===== src/rtl/wb_queue_stage.sv =====
// Write-back queue stage: FIFO between the cache stage and the register file with registered head outputs.
// Optional macro WB_BYPASS_EN adds a register lookup port across the occupied entries.
module wb_queue_stage #(
  parameter int DATA_W = 16,
  parameter int REG_AW = 3,
  parameter int BP_W   = 2,
  parameter int DEPTH  = 4
) (
  input  logic                       clk,
  input  logic                       reset,
  input  logic                       flush,
  input  logic                       in_valid,
  output logic                       in_ready,
  input  logic [DATA_W-1:0]          cache_result,
  input  logic [REG_AW-1:0]          destReg_addr_input,
  input  logic                       we_input,
  input  logic [BP_W-1:0]            bp_input,
  input  logic                       word_access_from_cache,
  output logic                       wb_valid,
  input  logic                       wb_ready,
  output logic [DATA_W-1:0]          wb_result,
  output logic [REG_AW-1:0]          destReg_addr_output,
  output logic                       we_output,
  output logic [BP_W-1:0]            bp_output,
  output logic [$clog2(DEPTH):0]     count
`ifdef WB_BYPASS_EN
  ,
  input  logic [REG_AW-1:0]          bypass_addr,
  output logic                       bypass_hit,
  output logic [DATA_W-1:0]          bypass_data
`endif
);

  localparam int AW = $clog2(DEPTH);
  localparam int CW = AW + 1;

  logic [DATA_W-1:0] r_mem_data [DEPTH];
  logic [REG_AW-1:0] r_mem_addr [DEPTH];
  logic              r_mem_we   [DEPTH];
  logic [BP_W-1:0]   r_mem_bp   [DEPTH];

  logic [AW-1:0]     r_rd_ptr;
  logic [AW-1:0]     r_wr_ptr;
  logic [CW-1:0]     r_count;
  logic [DATA_W-1:0] r_head_data;
  logic [REG_AW-1:0] r_head_addr;
  logic              r_head_we;
  logic [BP_W-1:0]   r_head_bp;

  logic              w_push;
  logic              w_pop;
  logic [DATA_W-1:0] w_in_data;
  logic [AW-1:0]     w_rd_ptr_nxt;
  logic [CW-1:0]     w_count_nxt;
  logic [DATA_W-1:0] w_head_data;
  logic [REG_AW-1:0] w_head_addr;
  logic              w_head_we;
  logic [BP_W-1:0]   w_head_bp;

  assign in_ready     = (r_count < CW'(DEPTH));
  assign wb_valid     = (r_count != '0);
  assign w_push       = in_valid & in_ready;
  assign w_pop        = wb_valid & wb_ready;
  assign w_in_data    = word_access_from_cache ? cache_result
                                               : {{(DATA_W-8){1'b0}}, cache_result[7:0]};
  assign w_rd_ptr_nxt = w_pop ? r_rd_ptr + 1'b1 : r_rd_ptr;
  assign w_count_nxt  = r_count + CW'(w_push) - CW'(w_pop);

  // Next head comes from the incoming entry when it lands in the slot the read pointer moves to.
  always_comb begin
    w_head_data = r_head_data;
    w_head_addr = r_head_addr;
    w_head_we   = r_head_we;
    w_head_bp   = r_head_bp;
    if (w_count_nxt != '0) begin
      if (w_push && (w_rd_ptr_nxt == r_wr_ptr)) begin
        w_head_data = w_in_data;
        w_head_addr = destReg_addr_input;
        w_head_we   = we_input;
        w_head_bp   = bp_input;
      end else begin
        w_head_data = r_mem_data[w_rd_ptr_nxt];
        w_head_addr = r_mem_addr[w_rd_ptr_nxt];
        w_head_we   = r_mem_we[w_rd_ptr_nxt];
        w_head_bp   = r_mem_bp[w_rd_ptr_nxt];
      end
    end
  end

  always_ff @(posedge clk) begin
    if (reset) begin
      r_rd_ptr    <= '0;
      r_wr_ptr    <= '0;
      r_count     <= '0;
      r_head_data <= '0;
      r_head_addr <= '0;
      r_head_we   <= 1'b0;
      r_head_bp   <= '0;
    end else if (flush) begin
      r_rd_ptr <= '0;
      r_wr_ptr <= '0;
      r_count  <= '0;
    end else begin
      if (w_push) r_wr_ptr <= r_wr_ptr + 1'b1;
      r_rd_ptr    <= w_rd_ptr_nxt;
      r_count     <= w_count_nxt;
      r_head_data <= w_head_data;
      r_head_addr <= w_head_addr;
      r_head_we   <= w_head_we;
      r_head_bp   <= w_head_bp;
    end
  end

  always_ff @(posedge clk) begin
    if (!reset && !flush && w_push) begin
      r_mem_data[r_wr_ptr] <= w_in_data;
      r_mem_addr[r_wr_ptr] <= destReg_addr_input;
      r_mem_we[r_wr_ptr]   <= we_input;
      r_mem_bp[r_wr_ptr]   <= bp_input;
    end
  end

  assign wb_result           = r_head_data;
  assign destReg_addr_output = r_head_addr;
  assign we_output           = r_head_we & wb_valid;
  assign bp_output           = r_head_bp;
  assign count               = r_count;

`ifdef WB_BYPASS_EN
  // Scan oldest to youngest so the youngest matching entry wins.
  always_comb begin
    logic [AW-1:0] w_idx;
    bypass_hit  = 1'b0;
    bypass_data = '0;
    w_idx       = '0;
    for (int i = 0; i < DEPTH; i++) begin
      w_idx = r_rd_ptr + AW'(i);
      if ((CW'(i) < r_count) && r_mem_we[w_idx] && (r_mem_addr[w_idx] == bypass_addr)) begin
        bypass_hit  = 1'b1;
        bypass_data = r_mem_data[w_idx];
      end
    end
  end
`endif

endmodule


===== config.mk =====
export PLATFORM = sky130hd
export DESIGN_NAME = wb_queue_stage
export DESIGN_NICKNAME = d
export VERILOG_FILES = /design/src/rtl/wb_queue_stage.sv
export SDC_FILE = /design/constraint.sdc
export NUM_CORES = 1
export LEC_CHECK = 0
export CAP_MARGIN = 25
export CORE_MARGIN = 2
export CORE_UTILIZATION = 65
export CTS_BUF_LIST = sky130_fd_sc_hd__clkbuf_2 sky130_fd_sc_hd__clkbuf_4 sky130_fd_sc_hd__clkbuf_8
export CTS_CLUSTER_SIZE = 12
export DETAILED_ROUTE_END_ITERATION = 8
export DONT_BUFFER_PORTS = 1
export GPL_ROUTABILITY_DRIVEN = 1
export PLACE_DENSITY = 0.85
export SLEW_MARGIN = 20
export SYNTH_ARGS = -nofsm -noshare
export SYNTH_HDL_FRONTEND = slang
export SYNTH_SLANG_ARGS = --single-unit
export TNS_END_PERCENT = 5

===== constraint.sdc =====
create_clock -name clk -period 3.5 [get_ports clk]
set_input_delay 0.35 -clock clk [delete_from_list [all_inputs] [get_ports clk]]
set_output_delay 0.35 -clock clk [all_outputs]
set_load 0.005 [all_outputs]

# Word-level counts from Yosys, hierarchy flattened
# Memories as Yosys holds them, arrays and structs flattened. A register that Yosys moved wholly into a read port is not among the register bits.
# Cells that the tools add are included.
[word_totals]
register_bits = 7
ram_bits = 88
word_cells = 28
n_memories = 4
[memory_table]
columns = ["memory", "words", "width", "read_ports", "rd_ports_with_merged_regs", "write_ports", "line_no", "source"]
rows = [
  ["r_mem_data", 4, 16, 1, 1, 1, "37", "logic [DATA_W-1:0] r_mem_data [DEPTH];"],
  ["r_mem_addr", 4, 3, 1, 1, 1, "38", "logic [REG_AW-1:0] r_mem_addr [DEPTH];"],
  ["r_mem_bp", 4, 2, 1, 1, 1, "40", "logic [BP_W-1:0] r_mem_bp [DEPTH];"],
  ["r_mem_we", 4, 1, 1, 1, 1, "39", "logic r_mem_we [DEPTH];"],
]
[classes]
n_addsub = 4
n_lt_le_gt_ge = 1
muxes = 4
n_bitwise = 4
reduce_logical = 8
[ops]
columns = ["operator", "n"]
rows = [
  ["16-bit 2-to-1 mux", 1],
  ["3-bit nonzero test", 2],
  ["2-bit by 1-bit adder with 2-bit output, second input constant", 2],
  ["3-bit by 1-bit adder with 3-bit output", 1],
  ["1-bit AND", 3],
  ["3-bit < comparator, second input constant", 1],
  ["3-bit by 1-bit subtractor with 3-bit output", 1],
  ["1-bit logical AND", 2],
  ["1-bit logical NOT", 2],
  ["1-bit 2-to-1 mux", 2],
  ["2-bit 2-to-1 mux", 1],
  ["2-bit AND reduction", 1],
  ["2-bit OR reduction", 1],
  ["1-bit NOT", 1],
]

# Logic depth before layout (Yosys ltp)
# Gate-level depths: netlist of the first run.
[depth]
depth_word = 6
mapped_depth = 13
ltp_nobuf = 11

# Worst setup path after synthesis of the first run
# OpenSTA, ideal clock, no wires.
[synth_timing]
path_kind = "register -> register"
startpoint = "reg r_count[2], in the netlist count[2]"
endpoint = "reg r_head_bp[0], in the netlist bp_output[0] (read register of r_mem_bp)"
setup_ns = 0.061
t_arrival_ns = 2.903
setup_slack_ns = 0.536
path_stages_with_launch = 14
path_buffers = 3
synth_period_minus_slack_ns = 2.964
cell_sequence = "dfxtp_1 o31a_1 buf_6 clkbuf_1 ha_1 inv_1 ha_1 fa_1 xnor2_1 xnor2_1 nor3_1 o21ba_2 clkbuf_1 a32o_1"
[synth_between]
elab_chain_cells = 6
[synth_rtl]
columns = ["item", "line_no", "source"]
rows = [
  ["from (decl)", "44", "logic [CW-1:0] r_count;"],
  ["from (signal assigned)", "106", "r_count <= w_count_nxt;"],
  ["3-bit < comparator", "60", "assign in_ready = (r_count < CW'(DEPTH));"],
  ["1-bit AND", "62", "assign w_push = in_valid & in_ready;"],
  ["3-bit by 1-bit adder with 3-bit output", "67", "assign w_count_nxt = r_count + CW'(w_push) - CW'(w_pop);"],
  ["3-bit by 1-bit subtractor with 3-bit output", "67", ""],
  ["3-bit nonzero test", "75", "if (w_count_nxt != '0) begin"],
  ["2-bit AND reduction (no source line)", "-", ""],
  ["to (decl)", "48", "logic [BP_W-1:0] r_head_bp;"],
]
# Parallel ways exist; a longest one is shown, timed or not.
# A chain may end at the register's enable or synchronous reset.

# Worst setup path after layout of the first run
[layout_timing]
startpoint = "reg r_count[1], in the netlist count[1]"
endpoint = "reg r_head_data[13], in the netlist wb_result[13] (read register of r_mem_data)"
[layout_between]
elab_chain_cells = 6
[layout_rtl]
columns = ["item", "line_no", "source"]
rows = [
  ["3-bit < comparator", "60", ""],
  ["1-bit AND", "62", ""],
  ["3-bit by 1-bit adder with 3-bit output", "67", ""],
  ["3-bit by 1-bit subtractor with 3-bit output", "67", ""],
  ["3-bit nonzero test", "75", ""],
  ["2-bit AND reduction (no source line)", "-", ""],
  ["to (decl)", "45", "logic [DATA_W-1:0] r_head_data;"],
]
# Parallel ways exist; a longest one is shown, timed or not.

==> metrics, run 1 <==
Worst Reg-to-Reg Cells=10; CP Launch Type=register; Clock Pin Slew Worst Setup and Hold Paths=0.07 ns; maximum clock insertion buffer count=2; syn_nets=488; starting density of the core=66.5%; CTS sink cnt=117; total global-route track usage=25.7%; gpl congestion=0.771; GRT Residual Overflow=0; unrepaired setup endpoints after global routing=no; first-pass GRT wire length=18800 um; total negative setup slack=0 ns; maximum clock rate=308 MHz; synthesized instance count=453; filler cell count=550; drt wl/cell=20.6 um; DRC viols=0; first-pass iteration count of the detailed router=5; antenna cells=0; vias in the first global route=3751; Max stage delay cell, worst path=nor2_2; Final Cycle Share=92.6%; commonest non-fill, non-tap cell in the layout=edfxtp_1; Worst slew margin=31.4%; Finish-stage setup viols=0; critical path's largest stage delay=0.78 ns; io pins=55; Worst-Margin Slew=1.03 ns; Hold Crit Class=in -> reg; Die W=98.0 um; vias per cell=6.41; Max FO, Critical Path=22; post-synthesis sequential area ratio=56.1%; clock root buffer=clkbuf_8; synthesized flop and latch total=117; post-DP HPWL=6880 um; Netlist cell types=32; delay-heaviest family, CP=simple AND/OR/NAND/NOR gates; Hold Fails Final Rpt=0; status=completed; Leak=0.00196 uW; CP required=3.86 ns; ANT nets after route=0; IO Port Bufs=0; CP cell instances=o31a_2 -> ha_1 -> inv_1 -> ha_1 -> fa_1 -> xnor2_1 -> xnor2_1 -> nor3_1 -> nor2_2 -> a32o_1; initial antenna violation count=0; Num CTS Buffers=17; Setup Buffers After CTS=0; WL final=11900 um; Power per Cell Area=501 nW/um^2; Crit. End Element=register; DR vias=3705; Hold EP=r_mem_data[2][2]; reg2reg end=wb_result[13]; Initial DRC Count=377; Core Area=8640 um^2; WP buf/inv=1; Total Power=3160 uW; Die Height=98.0 um; clock latency on the worst-skew pair=0.42 ns; Critical Path AT=3.60 ns; full die area=9600 um^2; Clk network pwr share=39.3%; min Tclk post-route=3.24 ns; maximum vdd drop=0.000387 V; critical path class=reg -> reg; max-cap violation count=0; htree depth=4; share of cells above drive strength 1=19.6%; Yosys warnings=0; worst r2r src=count[1]; synthesized cell area=5740 um^2; Hold Path Depth=0; nets=492; P_int=2420 uW; largest net degree at the start of global routing=93; Reg2Reg Setup Slack=0.26 ns; CTS tree=done; mean area per synthesized cell=12.7 um^2; area added between synthesis and finish=9.89%; fin. max-slew vios=0; Layout Skew=0.0107 ns; Seq pwr share=50.7%; most frequent cells in the layout=edfxtp_1 (88), nand2_1 (46), mux2_2 (44), mux2i_1 (44), dfxtp_1 (28); row count=34; Sw Ratio=23.5%; Gate power share=10.0%; Hold Startpoint=cache_result[2]; sw power=745 uW
==> cell type report <==
cell class              instances  area, um^2  share of cell area [%]
inverters                       7        26.3                   0.416
flip-flops and latches        117        3230                    51.1
clock buffers                  20         269                    4.26
repair buffers                 23         203                    3.21
well taps                     108         135                    2.14
multi-input cells             291        2320                    36.7
clock inverters                12         135                    2.14
==> repair_timing <==
item                                    in CTS  in global routing
hold buffers                                 9                  3
endpoints found under the setup margin       0                  0
resized for setup                            0                  0
hold endpoints to repair                    27                  7
==> worst register-to-register path, cell delays in order, from the launching register on <==
cell     delay [ns]
dfxtp_1        0.37
o31a_2         0.36
ha_1           0.28
inv_1          0.04
ha_1           0.18
fa_1           0.39
xnor2_1        0.23
xnor2_1        0.17
nor3_1         0.10
nor2_2         0.78
a32o_1         0.30
==> registers in the layout, indices dropped and copies added, names as in the netlist <==
register             flops
count                    3
r_mem_addr              12
r_mem_we                 4
r_rd_ptr                 2
r_mem_data              64
r_mem_bp                 8
r_wr_ptr                 2
r_head_we                1
bp_output                2
destReg_addr_output      3
wb_result               16
==> power groups by stage <==
stage	Combinational (uW)	Clock [uW]	Sequential [uW]
2_1_floorplan	265	0	1610
3_3_place_gp	290	0	1630
3_5_place_dp	300	0	1640
4_1_cts	312	1250	1610
5_1_grt	350	1310	1610
6_report	317	1240	1600
==> layer usage <==
metal / vias up / share of wire, % / global-route usage (%)
li1: 1760 / - / -
met1: 1829 / 39 / 30.2
met5: - / 0 / 0
met2: 103 / 53 / 44.3
met3: 13 / 6.9 / 8.02
met4: 0 / 1.2 / 10.0
==> worst max path at each step <==
stage,startpoint,end,slack [ns],cells after the start
global placement,count[2],wb_result[0],0.45,10
floorplan,count[2],bp_output[0],0.54,13
CTS,count[1],destReg_addr_output[0],0.29,10
finish,count[1],wb_result[13],0.26,10
detailed placement,count[2],destReg_addr_output[2],0.31,10
global route,count[2],wb_result[1],0.1,10
==> through the flow <==
stage | utilization, % | hold slack, ns | cell area, um^2 | setup slack (ns) | cells
final | 73.1 | 0.0221 | 6310 | 0.258 | 578
after CTS | 72.7 | 0.000176 | 6280 | 0.287 | 575
after detailed placement | 67.0 | 0.445 | 5790 | 0.313 | 534
after floorplan | - | 0.434 | 5740 | 0.536 | 453
after global placement | 67.0 | 0.444 | 5790 | 0.451 | 534
after global routing | 73.1 | 0.00213 | 6310 | 0.0989 | 578
==> cell families after synthesis <==
family | after synthesis | synth area share (%)
adder cells (fa/ha/maj) | 7 | 1.66
AO/OA/AOI/OAI | 92 | 12.7
multiplexers | 88 | 16.3
XOR/XNOR | 6 | 0.915
flip-flops | 117 | 56.1
AND/OR/NAND/NOR | 98 | 8.65
buffers and inverters | 45 | 3.62
==> cell usage after synthesis <==
master / n / area [um^2]
a21oi_1: 1 / 5.00
ha_1: 6 / 75.1
edfxtp_1: 88 / 2640
o211ai_1: 22 / 165
mux2i_1: 44 / 440
nor4_4: 1 / 21.3
xor2_1: 3 / 26.3
o221ai_1: 22 / 193
dfxtp_1: 29 / 581
fa_1: 1 / 20.0
and4_1: 1 / 8.76
buf_1: 3 / 11.3
clkbuf_1: 23 / 86.3
buf_4: 2 / 15.0
o21ba_2: 1 / 10.0
a211oi_4: 1 / 20.0
a32o_1: 22 / 220
or3_1: 23 / 144
inv_1: 7 / 26.3
or2_2: 1 / 6.26
buf_2: 7 / 35.0
and3_1: 4 / 25.0
nor2b_1: 1 / 6.26
o21ai_0: 22 / 110
buf_6: 3 / 33.8
xnor2_1: 3 / 26.3
o31a_1: 1 / 8.76
nor2_1: 7 / 26.3
nand2_1: 46 / 173
mux2_2: 44 / 495
nor3_1: 1 / 5.00
and2_1: 13 / 81.3
No activity file was read; power rests on OpenSTA's default activity.
==> inputs of run 2 (changes only) <==
Settings changed: CORE_UTILIZATION 65 to 60, GPL_TIMING_DRIVEN from default to 0, MAX_ROUTING_LAYER from default to met4, PLACE_DENSITY 0.85 to 0.8.
==> metrics, run 2 (synthesis results as in run 1) <==
drt wl/cell=23.6 um (+14%); maximum clock rate=319 MHz (+3.5%); IO Port Bufs=0 (unchanged); Finished Layout Cells=629 (+8.8%); CTS tree=done; register area=3220 um^2 (-0.12%); CP Launch Type=register; ANT nets after route=0 (unchanged); unrepaired setup endpoints after global routing=no; most frequent cells in the layout=edfxtp_1 (88), nand2_1 (46), mux2_2 (44), mux2i_1 (44), dfxtp_1 (29); maximum clock insertion buffer count=2 (unchanged); Layout Skew=0.00975 ns (-0.000939 ns); Worst slew margin=48.9% (+18 points); Area after DPL=5910 um^2 (+2.1%); Top reg by flops=r_mem_data; post-route cell area=6560 um^2 (+3.9%); clock latency on the worst-skew pair=0.43 ns (about the same); commonest non-fill, non-tap cell in the layout=edfxtp_1; max-cap violation count=0 (unchanged); htree depth=4 (unchanged); Hold Crit Class=in -> reg; starting density of the core=61.9% (-4.6 points); nets=522 (+6.1%); row count=35 (+2.9%); clock root buffer=clkbuf_8; Setup Buffers After CTS=0 (unchanged); first-pass GRT wire length=22000 um (+17%); max FFs per register=64 (unchanged); Die W=102 um (+3.9%); Max FO, Critical Path=19 (-14%); Worst-Margin Slew=0.766 ns (-0.262 ns); share of cells above drive strength 1=20.2% (+0.63 points); Placed Cells=582 (+9.0%); Final Cycle Share=89.5% (-3.1 points); largest net degree at the start of global routing=23 (-75%); GRT Residual Overflow=0 (unchanged); Finish-stage setup viols=0 (unchanged); Leak=0.00205 uW (+4.6%); total global-route track usage=30.1% (+4.3 points); critical path class=reg -> reg; filler cell count=644 (+17%); gpl congestion=0.871 (+13%); vias in the first global route=4073 (+8.6%); min Tclk post-route=3.13 ns (-0.110 ns); io pins=55 (unchanged); maximum vdd drop=0.000336 V (-13%); Die Height=102 um (+3.9%); CP required=3.82 ns (-0.04 ns); fin. max-slew vios=0 (unchanged); post-DP HPWL=9060 um (+32%); first-pass iteration count of the detailed router=8 (+3); vias per cell=6.56 (+2.4%); full die area=10400 um^2 (+8.0%); Initial DRC Count=416 (+10%); antenna cells=0 (unchanged); Power per Cell Area=531 nW/um^2 (+5.8%); Critical Path AT=3.45 ns (-0.15 ns); Num CTS Buffers=17 (unchanged); WL final=14800 um (+24%); Clock Pin Slew Worst Setup and Hold Paths=0.07 ns (about the same); initial antenna violation count=0 (unchanged); CTS sink cnt=117 (unchanged); area added between synthesis and finish=14.2%; status=finished with violations; Hold Fails Final Rpt=0 (unchanged); failing checks=design-rule violations; DR vias=4129 (+11%); Crit. End Element=register; DRC viols=2 (+2); multi-input logic area=2320 um^2 (+0.38%); Core Area=9280 um^2 (+7.5%)
==> run 2: changes by cell type in the layout (fill, tap and decap cells not counted), sizes merged <==
cell,change
clkinvlp,+1
clkbuf,+20
clkinv,-3
buf,+5
bufinv,+3
dlygate4sd3,+4
==> run 2: stage by stage <==
step / setup slack, ns / setup TNS, ns / util [%] / hold WS, ns / power [uW]
after global routing: 0.103 / 0 / 70.7 / 0.000126 / 3580
after detailed placement: -0.192 / -3.52 / 63.7 / 0.449 / 1990
after floorplan: 0.536 / 0 / - / 0.434 / 1870
final: 0.368 / 0 / 70.7 / 0.0125 / 3480
after global placement: -0.0895 / -1.65 / 63.6 / 0.444 / 1970
after CTS: 0.00816 / 0 / 69.2 / 0.0000339 / 3460
==> run 2: per-layer routing <==
| layer | share of wire, % | track usage [%] | up-vias |
|---|---|---|---|
| met5 | 0 | - | - |
| met1 | 38 | 37.1 | 2007 |
| met3 | 10 | 6.84 | 43 |
| li1 | - | - | 1823 |
| met4 | 2.2 | 11.8 | 0 |
| met2 | 50 | 48.5 | 256 |
==> run 2: critical path: stages, from the launching register on <==
cell	delay [ns]
dfxtp_1	0.36
o31a_1	0.36
buf_6	0.19
ha_1	0.28
inv_1	0.04
ha_1	0.18
fa_1	0.39
xnor2_1	0.20
xnor2_1	0.17
nor3_2	0.09
o21ba_2	0.25
clkbuf_2	0.24
a32o_1	0.26
==> run 2: report_power, final <==
part | switching (uW) | internal [uW] | leakage, uW
clock network | 556 | 934 | 0.000234
logic | 243 | 159 | 0.000781
registers | 42.1 | 1550 | 0.00104
==> run 2: path summary, 6_finish.rpt <==
path	start	to	slack, ns	depth (start not counted)
setup / recovery	count[2]	wb_result[2]	0.37	12
hold / removal	cache_result[0]	r_mem_data[1][0]	0.01	0
setup reg to reg	count[2]	wb_result[2]	0.37	12
hold reg to reg	r_head_we	r_head_we	0.47	1
==> run 2: cell type report <==
| cell class | instances | area share, % |
|---|---|---|
| flip-flops and latches | 117 | 49.1 |
| clock buffers | 19 | 3.80 |
| clock inverters | 13 | 3.51 |
| well taps | 129 | 2.46 |
| multi-input cells | 291 | 35.4 |
| inverters | 7 | 0.401 |
| repair buffers | 16 | 2.44 |
| plain buffers | 37 | 2.82 |
==> run 2: timing repair <==
action	4_1_cts	5_1_grt
setup endpoints to repair	21	21
endpoints found under the hold margin	6	23
gates resized for setup	5	4
pin swaps	0	0
hold buffers	3	13
